## config.mk

```make
export PLATFORM = sky130hd
export DESIGN_NAME = player_ctrl
export DESIGN_NICKNAME = d
export VERILOG_FILES = /design/src/rtl/player_ctrl.sv
export SDC_FILE = /design/constraint.sdc
export NUM_CORES = 1
export LEC_CHECK = 0
export CAP_MARGIN = 40
export CORE_ASPECT_RATIO = 0.6
export CORE_MARGIN = 1
export CORE_UTILIZATION = 57
export CTS_BUF_LIST = sky130_fd_sc_hd__clkbuf_8
export CTS_CLUSTER_DIAMETER = 80
export CTS_CLUSTER_SIZE = 20
export DETAILED_ROUTE_END_ITERATION = 10
export MAX_ROUTING_LAYER = met4
export PLACE_DENSITY = 0.83
export SETUP_SLACK_MARGIN = 0.1
export SYNTH_ARGS = -nofsm -noshare
export SYNTH_HDL_FRONTEND = slang
export SYNTH_SLANG_ARGS = --single-unit
```

## constraint.sdc

```tcl
create_clock -name frame_clk -period 5.1 [get_ports frame_clk]
set_input_delay 0.51 -clock frame_clk [delete_from_list [all_inputs] [get_ports frame_clk]]
set_output_delay 0.51 -clock frame_clk [all_outputs]
set_load 0.02 [all_outputs]
```

## src/rtl/player_ctrl.sv

```systemverilog
// Player sprite controller: keyboard movement with arena/pillar collision,
// bomb drop with cooldown, blast hit detection and a life/respawn state machine.
module player_ctrl #(
    parameter int unsigned NUM_BOMBS     = 4,
    parameter int unsigned STEP          = 1,
    parameter int unsigned SIZE_X        = 19,
    parameter int unsigned SIZE_Y        = 26,
    parameter int unsigned X_MIN         = 32,
    parameter int unsigned X_MAX         = 575,
    parameter int unsigned Y_MIN         = 32,
    parameter int unsigned Y_MAX         = 447,
    parameter int unsigned SPAWN_X       = 32,
    parameter int unsigned SPAWN_Y       = 32,
    parameter int unsigned LIVES         = 3,
    parameter int unsigned DEATH_FRAMES  = 30,
    parameter int unsigned INVULN_FRAMES = 120,
    parameter int unsigned BOMB_COOLDOWN = 60,
    parameter logic [7:0]  KEY_UP        = 8'h52,
    parameter logic [7:0]  KEY_DOWN      = 8'h51,
    parameter logic [7:0]  KEY_LEFT      = 8'h50,
    parameter logic [7:0]  KEY_RIGHT     = 8'h4F,
    parameter logic [7:0]  KEY_BOMB      = 8'h13
) (
    input  logic                    frame_clk,
    input  logic                    Reset,
    input  logic [7:0]              keycode,
    input  logic [10*NUM_BOMBS-1:0] blast_x,
    input  logic [10*NUM_BOMBS-1:0] blast_y,
    input  logic [10*NUM_BOMBS-1:0] blast_xs,
    input  logic [10*NUM_BOMBS-1:0] blast_ys,
    input  logic [NUM_BOMBS-1:0]    blast_active,
    output logic [9:0]              userX,
    output logic [9:0]              userY,
    output logic                    bomb_drop,
    output logic                    collide,
    output logic [3:0]              lives,
    output logic [1:0]              state,
    output logic                    invuln
);

    typedef enum logic [1:0] {
        S_ALIVE   = 2'd0,
        S_HIT     = 2'd1,
        S_RESPAWN = 2'd2,
        S_DEAD    = 2'd3
    } state_t;

    state_t      r_state, w_state_next;
    logic [9:0]  r_x, r_y, w_x_next, w_y_next;
    logic [3:0]  r_lives, w_lives_next;
    logic [15:0] r_invuln, w_invuln_next;
    logic [15:0] r_cool, w_cool_next;
    logic [15:0] r_hitcnt, w_hitcnt_next;
    logic [7:0]  r_prev_key;
    logic        r_bomb, w_bomb_next;
    logic        r_collide, w_collide_next;

    logic        w_overlap, w_hit, w_move, w_legal, w_bomb_edge;
    logic [11:0] w_cx, w_cy;

    // Strict box overlap between the player sprite and one blast region.
    function automatic logic f_overlap(input logic [9:0] ux, uy, bx, by, bxs, bys);
        return ({1'b0, ux} < ({1'b0, bx} + {1'b0, bxs})) &&
               ({1'b0, bx} < ({1'b0, ux} + 11'(SIZE_X))) &&
               ({1'b0, uy} < ({1'b0, by} + {1'b0, bys})) &&
               ({1'b0, by} < ({1'b0, uy} + 11'(SIZE_Y)));
    endfunction

    // Pillars tile the arena: the upper half of each 64-pixel period, offset by 32.
    function automatic logic f_pillar(input logic [10:0] px, py);
        logic [10:0] dx, dy;
        dx = px - 11'd32;
        dy = py - 11'd32;
        return (px >= 11'd32) && (py >= 11'd32) && dx[5] && dy[5];
    endfunction

    function automatic logic f_legal(input logic [11:0] cx, cy);
        logic [11:0] rx, by;
        rx = cx + 12'(SIZE_X);
        by = cy + 12'(SIZE_Y);
        return !cx[11] && !cy[11] &&
               (cx >= 12'(X_MIN)) && (rx <= 12'(X_MAX)) &&
               (cy >= 12'(Y_MIN)) && (by <= 12'(Y_MAX)) &&
               !f_pillar(cx[10:0], cy[10:0]) &&
               !f_pillar(rx[10:0] - 11'd1, cy[10:0]) &&
               !f_pillar(cx[10:0], by[10:0] - 11'd1) &&
               !f_pillar(rx[10:0] - 11'd1, by[10:0] - 11'd1);
    endfunction

    always_comb begin
        w_overlap = 1'b0;
        for (int unsigned i = 0; i < NUM_BOMBS; i++) begin
            if (blast_active[i] &&
                f_overlap(r_x, r_y, blast_x[10*i +: 10], blast_y[10*i +: 10],
                          blast_xs[10*i +: 10], blast_ys[10*i +: 10]))
                w_overlap = 1'b1;
        end
    end

    always_comb begin
        w_cx   = {2'b00, r_x};
        w_cy   = {2'b00, r_y};
        w_move = 1'b1;
        if (keycode == KEY_UP)
            w_cy = {2'b00, r_y} - 12'(STEP);
        else if (keycode == KEY_DOWN)
            w_cy = {2'b00, r_y} + 12'(STEP);
        else if (keycode == KEY_LEFT)
            w_cx = {2'b00, r_x} - 12'(STEP);
        else if (keycode == KEY_RIGHT)
            w_cx = {2'b00, r_x} + 12'(STEP);
        else
            w_move = 1'b0;
    end

    assign w_legal     = f_legal(w_cx, w_cy);
    assign w_hit       = (r_state == S_ALIVE) && (r_invuln == '0) && w_overlap;
    assign w_bomb_edge = (keycode == KEY_BOMB) && (r_prev_key != KEY_BOMB);

    always_comb begin
        w_state_next   = r_state;
        w_x_next       = r_x;
        w_y_next       = r_y;
        w_lives_next   = r_lives;
        w_invuln_next  = r_invuln;
        w_hitcnt_next  = r_hitcnt;
        w_bomb_next    = 1'b0;
        w_collide_next = 1'b0;
        w_cool_next    = (r_cool != '0) ? r_cool - 16'd1 : r_cool;
        case (r_state)
            S_ALIVE: begin
                if (r_invuln != '0)
                    w_invuln_next = r_invuln - 16'd1;
                // A hit suppresses both the move and any bomb drop this frame.
                if (w_hit) begin
                    w_collide_next = 1'b1;
                    w_lives_next   = (r_lives != 4'd0) ? r_lives - 4'd1 : 4'd0;
                    w_hitcnt_next  = '0;
                    w_state_next   = S_HIT;
                end else begin
                    if (w_move && w_legal) begin
                        w_x_next = w_cx[9:0];
                        w_y_next = w_cy[9:0];
                    end
                    if (w_bomb_edge && (r_cool == '0)) begin
                        w_bomb_next = 1'b1;
                        w_cool_next = 16'(BOMB_COOLDOWN);
                    end
                end
            end
            S_HIT: begin
                if (r_hitcnt == 16'(DEATH_FRAMES - 1))
                    w_state_next = (r_lives == 4'd0) ? S_DEAD : S_RESPAWN;
                else
                    w_hitcnt_next = r_hitcnt + 16'd1;
            end
            S_RESPAWN: begin
                w_x_next      = 10'(SPAWN_X);
                w_y_next      = 10'(SPAWN_Y);
                w_invuln_next = 16'(INVULN_FRAMES);
                w_state_next  = S_ALIVE;
            end
            default: ;
        endcase
    end

    always_ff @(posedge frame_clk or posedge Reset) begin
        if (Reset) begin
            r_state    <= S_ALIVE;
            r_x        <= 10'(SPAWN_X);
            r_y        <= 10'(SPAWN_Y);
            r_lives    <= 4'(LIVES);
            r_invuln   <= '0;
            r_cool     <= '0;
            r_hitcnt   <= '0;
            r_prev_key <= '0;
            r_bomb     <= 1'b0;
            r_collide  <= 1'b0;
        end else begin
            r_state    <= w_state_next;
            r_x        <= w_x_next;
            r_y        <= w_y_next;
            r_lives    <= w_lives_next;
            r_invuln   <= w_invuln_next;
            r_cool     <= w_cool_next;
            r_hitcnt   <= w_hitcnt_next;
            r_prev_key <= keycode;
            r_bomb     <= w_bomb_next;
            r_collide  <= w_collide_next;
        end
    end

    assign userX     = r_x;
    assign userY     = r_y;
    assign bomb_drop = r_bomb;
    assign collide   = r_collide;
    assign lives     = r_lives;
    assign state     = r_state;
    assign invuln    = (r_invuln != '0);

endmodule

```

* Yosys cells after proc, flatten, opt, wreduce, memory -nomap -nowiden
Cells that the tools add are included.
** Storage, ports and cells
- Bits in registers :: 84
** Operators by class
- Magnitude comparators :: 24
- Muxes and demuxes :: 39
- Reductions and logical operators :: 63
- Equality and inequality tests :: 15
- $add $sub $neg :: 26
** Operator list (count)
- 10-bit by 11-bit < comparator with 1-bit output :: 16
- 16-bit two-way mux :: 7
- 10-bit by 10-bit adder with 11-bit output :: 8
- 16-bit case mux with 2 select lines :: 2
- 12-bit two-way mux :: 4
- 11-bit by 6-bit greater-or-equal comparator with 1-bit output (second input constant) :: 4
- 1-bit logical AND :: 42
- 10-bit two-way mux :: 4
- 10-bit case mux with 2 select lines :: 2
- 8-bit by 7-bit equality test with 1-bit output (second input constant) :: 4
- 16-bit zero test :: 2
- 16-bit nonzero test :: 2
- 16-bit by 1-bit subtractor with 16-bit output (second input constant) :: 2
- 12-bit by 5-bit adder with 12-bit output (second input constant) :: 2
- 12-bit by 6-bit greater-or-equal comparator with 1-bit output (second input constant) :: 2
- 6-bit subtractor (second input constant) :: 4
- 10-bit by 1-bit adder with 11-bit output (second input constant) :: 2
- 10-bit by 5-bit adder with 11-bit output (second input constant) :: 2
- 11-bit two-way mux :: 2
- 10-bit by 1-bit subtractor with 11-bit output (second input constant) :: 2
- 11-bit by 1-bit subtractor with 11-bit output (second input constant) :: 2
- 16-bit by 1-bit adder with 16-bit output (second input constant) :: 1
- 16-bit by 5-bit equality test with 1-bit output (second input constant) :: 1
- 1-bit two-way mux :: 14
- 20 further kinds :: 34

* Longest topological paths before layout
- Depth in word-level cells :: 19
- Mapped depth :: 23

* Worst setup path after synthesis
Ideal clock, no wire load.
- Kind :: input to register
- Start :: in blast_x[1]
- End :: reg r_x[4] (netlist: userX[4])
- Path buffers :: 1
- Setup time :: 0.138 ns
- Setup slack :: 0.337 ns
- Stages :: 23
- Arrival time :: 4.625 ns
- Cell sequence :: ha_1 -> a21o_1 -> a21oi_1 -> o21bai_1 -> a21oi_1 -> o21bai_1 -> a21oi_1 -> o21bai_1 -> a21oi_1 -> xor2_1 -> ha_1 -> a2111oi_0 -> nand3_1 -> a41oi_1 -> o31ai_1 -> a21o_1 -> a211o_1 -> a41oi_1 -> nor2_1 -> and2_1 -> nand3_1 -> buf_4 -> o22ai_1
** On the way
- Longest elaborated chain between the ends :: 13
** RTL lines
- start, declared :: RTL line 27 : input logic [10*NUM_BOMBS-1:0] blast_x,
- 10-bit by 10-bit adder with 11-bit output :: RTL line 63 : return ({1'b0, ux} < ({1'b0, bx} + {1'b0, bxs})) &&
- 10-bit by 11-bit < comparator with 1-bit output :: RTL line 63
- 1-bit logical AND (*) :: RTL line 63
- 1-bit logical AND (*) :: RTL line 64 : ({1'b0, bx} < ({1'b0, ux} + 11'(SIZE_X))) &&
- 1-bit logical AND (*) :: RTL line 65 : ({1'b0, uy} < ({1'b0, by} + {1'b0, bys})) &&
- 1-bit logical AND (*) :: RTL line 93 : if (blast_active[i] &&
- 1-bit two-way mux (*) (4 in series) :: RTL line 93
- 1-bit logical AND (*) :: RTL line 117 : assign w_hit = (r_state == S_ALIVE) && (r_invuln == '0) && w_overlap;
- 2-bit inequality test (no line) (*)
- 3-bit AND reduction (no line) (*)
- end signal, assigned :: RTL line 170 : r_x <= 10'(SPAWN_X);
- end signal, assigned :: RTL line 181 : r_x <= w_x_next;
- end, declared :: RTL line 49 : logic [9:0] r_x, r_y, w_x_next, w_y_next;
Every way passes the cells marked *; elsewhere a longest branch is shown, timed or not.
A chain may end at the register's enable or synchronous reset.

* Worst setup path in the final report
- Start :: in blast_x[10]
- End :: reg r_lives[2] (netlist: lives[2])
** On the way
- Longest elaborated chain between the ends :: 11
** RTL lines
- 10-bit by 10-bit adder with 11-bit output :: RTL line 63
- 10-bit by 11-bit < comparator with 1-bit output :: RTL line 63
- 1-bit logical AND (*) :: RTL line 63
- 1-bit logical AND (*) :: RTL line 64
- 1-bit logical AND (*) :: RTL line 65
- 1-bit logical AND (*) :: RTL line 93
- 1-bit two-way mux (*) (3 in series) :: RTL line 93
- 1-bit logical AND (*) :: RTL line 117
- 2-bit AND reduction (no line) (*)
- end signal, assigned :: RTL line 172 : r_lives <= 4'(LIVES);
- end signal, assigned :: RTL line 183 : r_lives <= w_lives_next;
- end, declared :: RTL line 50 : logic [3:0] r_lives, w_lives_next;
Marks and branches as above.

==> results by group <==
Setup path
  – Worst Setup Start Kind: primary input
  – Critical path's top delay family: compound AO/OA/AOI/OAI gates
  – Setup Crit Path Kind: primary input to flop
  – Buf/Inv on CP: 1
  – CP Data Required Time: 5.42 ns
  – Slowest-stage cell, CP: or4b_2
  – Kind of capture point of the worst setup path: flop
  – Crit-path max cell delay: 0.63 ns
  – Worst R2R Start: userY[2]$_DFFE_PP0P_
  – Worst Path Max Fanout: 3
  – CP Cell Sequence: clkdlybuf4s50_1 -> ha_1 -> fa_1 -> a211o_1 -> a21oi_1 -> o21ai_0 -> a21oi_1 -> xor2_1 -> ha_1 -> a22o_1 -> nor4_1 -> o221ai_1 -> o2111ai_1 -> a32oi_2 -> nand3_2 -> and3_4 -> nand2b_1 -> or4b_2 -> nand2_1
  – Reg2Reg Capture Point: lives[2]$_DFFE_PP0P_
  – CP arrival: between 5 and 6 ns
  – Reg-to-reg setup timing slack: 0.41 ns
  – Worst r2r path cells: 15

Die
  – Die ar.: between 0.02 and 0.025 mm²
  – FP Rows: 41
  – Die width: ~190 µm
  – Number of top-level pins: 203
  – Initial Util: 58.3%
  – Die Y: 116 µm
  – Core ar.: 0.0210 mm²

Logic synthesis
  – Simple-gate share of the synthesized area: between 10% and 20%
  – Adder and majority cell fraction of the synthesized area: 26.1%
  – Syn nets: 1,861
  – Synth Flop Type: dfrtp_1
  – Yosys Warn Count: 0
  – Synth cell types: 95
  – Yosys top cell area share: 24.8%
  – Sequential element share of the synthesized area: around 17%
  – EDFF count, synth: 0
  – Synth top area cells: ha_1, dfrtp_1, xnor2_1, a21oi_1, xor2_1
  – Syn Area/Cell: 8.54 µm²
  – Post-synthesis mux area share: 0.510%
  – Synth Area in XOR/XNOR: 10.1%
  – Synthesized flop and latch total: 84
  – Asr flop ratio synth: 100%
  – Post-synthesis compound-gate area fraction: 23.6%
  – Cell taking the most area after synthesis: ha_1
  – Post-Syn Instances: about 1,400
  – Main combinational cell family by area after synthesis: adder cells
  – Mapped cell area: ~0.012 mm²

Outcome
  – Status: complete, no violations

Place
  – HPWL Detailed: approximately 33 mm
  – GP Congestion: 0.980
  – Placed inst area: 0.0152 mm²
  – Port-buffer cells: 202
  – Inst Count DP: between 1,500 and 2,000

Route
  – Residual DRC count: 0
  – Vias per cell: 6.37
  – Vias: approximately 13,000
  – 1st-iter DRT viols: 1,183
  – Routed WL per cell: 20.1 µm
  – WL final: 40.3 mm
  – Final ANT Viol Nets: 0
  – TritonRoute pass-1 iters: 5

STA
  – Tmin final: 4.89 ns
  – Tcrit/Tclk final: 95.8%
  – RSZ-0062 raised after global routing: true
  – Relative slew slack: between 40% and 50%
  – Tightest Pin Transition: 0.758 ns
  – Fmax: 0.205 GHz
  – Clock Skew: 0.0202 ns
  – Max Slew Vio Count: 0
  – Setup violators final: 0
  – Endpoints failing hold: 0

CTS
  – Max clock buf depth: 2
  – Clock root buffer: clkbuf_8
  – CTS H-tree lvls: 3
  – CTS sink cnt: 84
  – TritonCTS buffer count: 9
  – Skew-Pair Late Insertion Delay: 0.39 ns
  – CTS tree: done
  – Reg clk slew, reported paths: 0.10 ns

Layout
  – Layout Cells excl Fill: 2,002
  – Synth-to-layout area growth: 27.1%
  – # nets final: approximately 2,100
  – Share of cells above drive strength 1: ~10%
  – Most frequent cells in the layout: ha_1, clkdlybuf4s50_1, a21oi_1, nor2_1, buf_4
  – Final instance area: 0.0156 mm²
  – Most common cell after layout, fill and taps aside: ha_1

Power and ir drop
  – Switching fraction of total power: 34.9%
  – Clock Power Share: 25.1%
  – Flop pwr share: around a third
  – Leakage: 7.09 nW
  – P_sw: between 0.7 and 0.8 mW
  – Maximum vdd drop: around 0.19 mV
  – Pwr dens: 136 mW/mm²
  – Combinational power share: 43.4%
  – P_int: 1.38 mW

Global route
  – Grt ovf: 0
  – Largest net degree at the start of global routing: between 40 and 50
  – First-pass GRT wire length: 63.5 mm
  – Vias in the first global route: between 10,000 and 15,000
  – Initial antenna violation count: 0
  – Gr usage total: 37.7%

Min path
  – Hold endpoint: r_cool[15]$_DFF_PP0_
  – Hold path startpoint: r_cool[15]$_DFF_PP0_
  – Worst hold path depth: 1
  – Tightest Hold Check Type: flop to flop

Run
  – Max_cap viols: 0
## how the worst max path moves through the flow
stage                     depth (start not counted)                   end   startpoint
after CTS                                        24  lives[2]$_DFFE_PP0P_   blast_x[1]
after floorplan                                  23  userX[4]$_DFFE_PP0P_   blast_x[1]
final                                            19  lives[2]$_DFFE_PP0P_  blast_x[10]
after detailed placement                         24  lives[2]$_DFFE_PP0P_   blast_x[1]
after global placement                           22  lives[2]$_DFFE_PP0P_   blast_x[0]
after global routing                             21  lives[2]$_DFFE_PP0P_   blast_x[0]
## sequential cells by signal (all words and copies together), names as in the netlist
name	count
lives	4
r_prev_key	8
r_invuln	16
state	2
userY	10
userX	10
bomb_drop	1
r_hitcnt	16
r_cool	16
collide	1
## power groups by stage
stage | clock network [mW] | logic, mW | registers (mW)
5_1_grt | 0.564 | 1.02 | 0.670
2_1_floorplan | 0 | 0.524 | 0.683
3_5_place_dp | 0 | 0.867 | 0.683
6_report | 0.532 | 0.922 | 0.670
3_3_place_gp | 0 | 0.831 | 0.683
4_1_cts | 0.539 | 0.876 | 0.670
## synth_stat cells, drive strengths merged, types with 30 or more instances
| library cell | number |
|---|---|
| ha | 243 |
| a21oi | 108 |
| nor2 | 97 |
| nand2 | 90 |
| xnor2 | 84 |
| dfrtp | 80 |
| inv | 77 |
| o21ai | 72 |
| xor2 | 56 |
| nand3 | 43 |
| a21o | 34 |
| nor3 | 31 |
| o21bai | 30 |
## logic make-up after synthesis
kind of cell | Yosys count
muxes | 6
buffers and inverters | 106
and+or+nand+nor | 434
xor gates and xnor gates | 140
adders and majority gates | 251
AOI/OAI and AO/OA | 415
DFF | 84
## metal layers
| layer | vias to the layer above | part of all wire [%] | GRT usage [%] |
|---|---|---|---|
| met5 | - | 0 | - |
| met4 | 0 | 1.6 | 8.15 |
| met3 | 69 | 10 | 6.18 |
| met2 | 658 | 40 | 53.1 |
| met1 | 6027 | 48 | 55.7 |
| li1 | 5991 | - | - |
## per-stage QoR
step	worst slack, ns	total power [mW]	utilization [%]	hold slack (ns)	setup TNS (ns)
floorplan	0.337	1.21	-	0.437	0
global placement	-0.162	1.51	72.4	0.454	-0.812
detailed placement	-0.333	1.55	72.4	0.463	-5.95
CTS	0.121	2.09	73.5	0.485	0
global route	0.0552	2.25	74.1	0.509	0
finish	0.213	2.12	74.1	0.489	0
## what timing repair did
item                                    CTS  global route
setup buffers                             0             0
pin swaps                                 0             6
endpoints found under the setup margin   13            48
resized for setup                         2            28
hold endpoints to repair                  0             0
hold buffers                              0             0
## layout make-up
type,count,area (µm²)
clock buffers,10,138
repair buffers,299,2770
fillers,1638,5450
flip-flops and latches,84,2110
well taps,279,349
clock inverters,6,75.1
inverters,77,290
diodes,1,2.50
multi-input cells,1246,9860
Note: power is estimated with default switching activity, not from simulation.
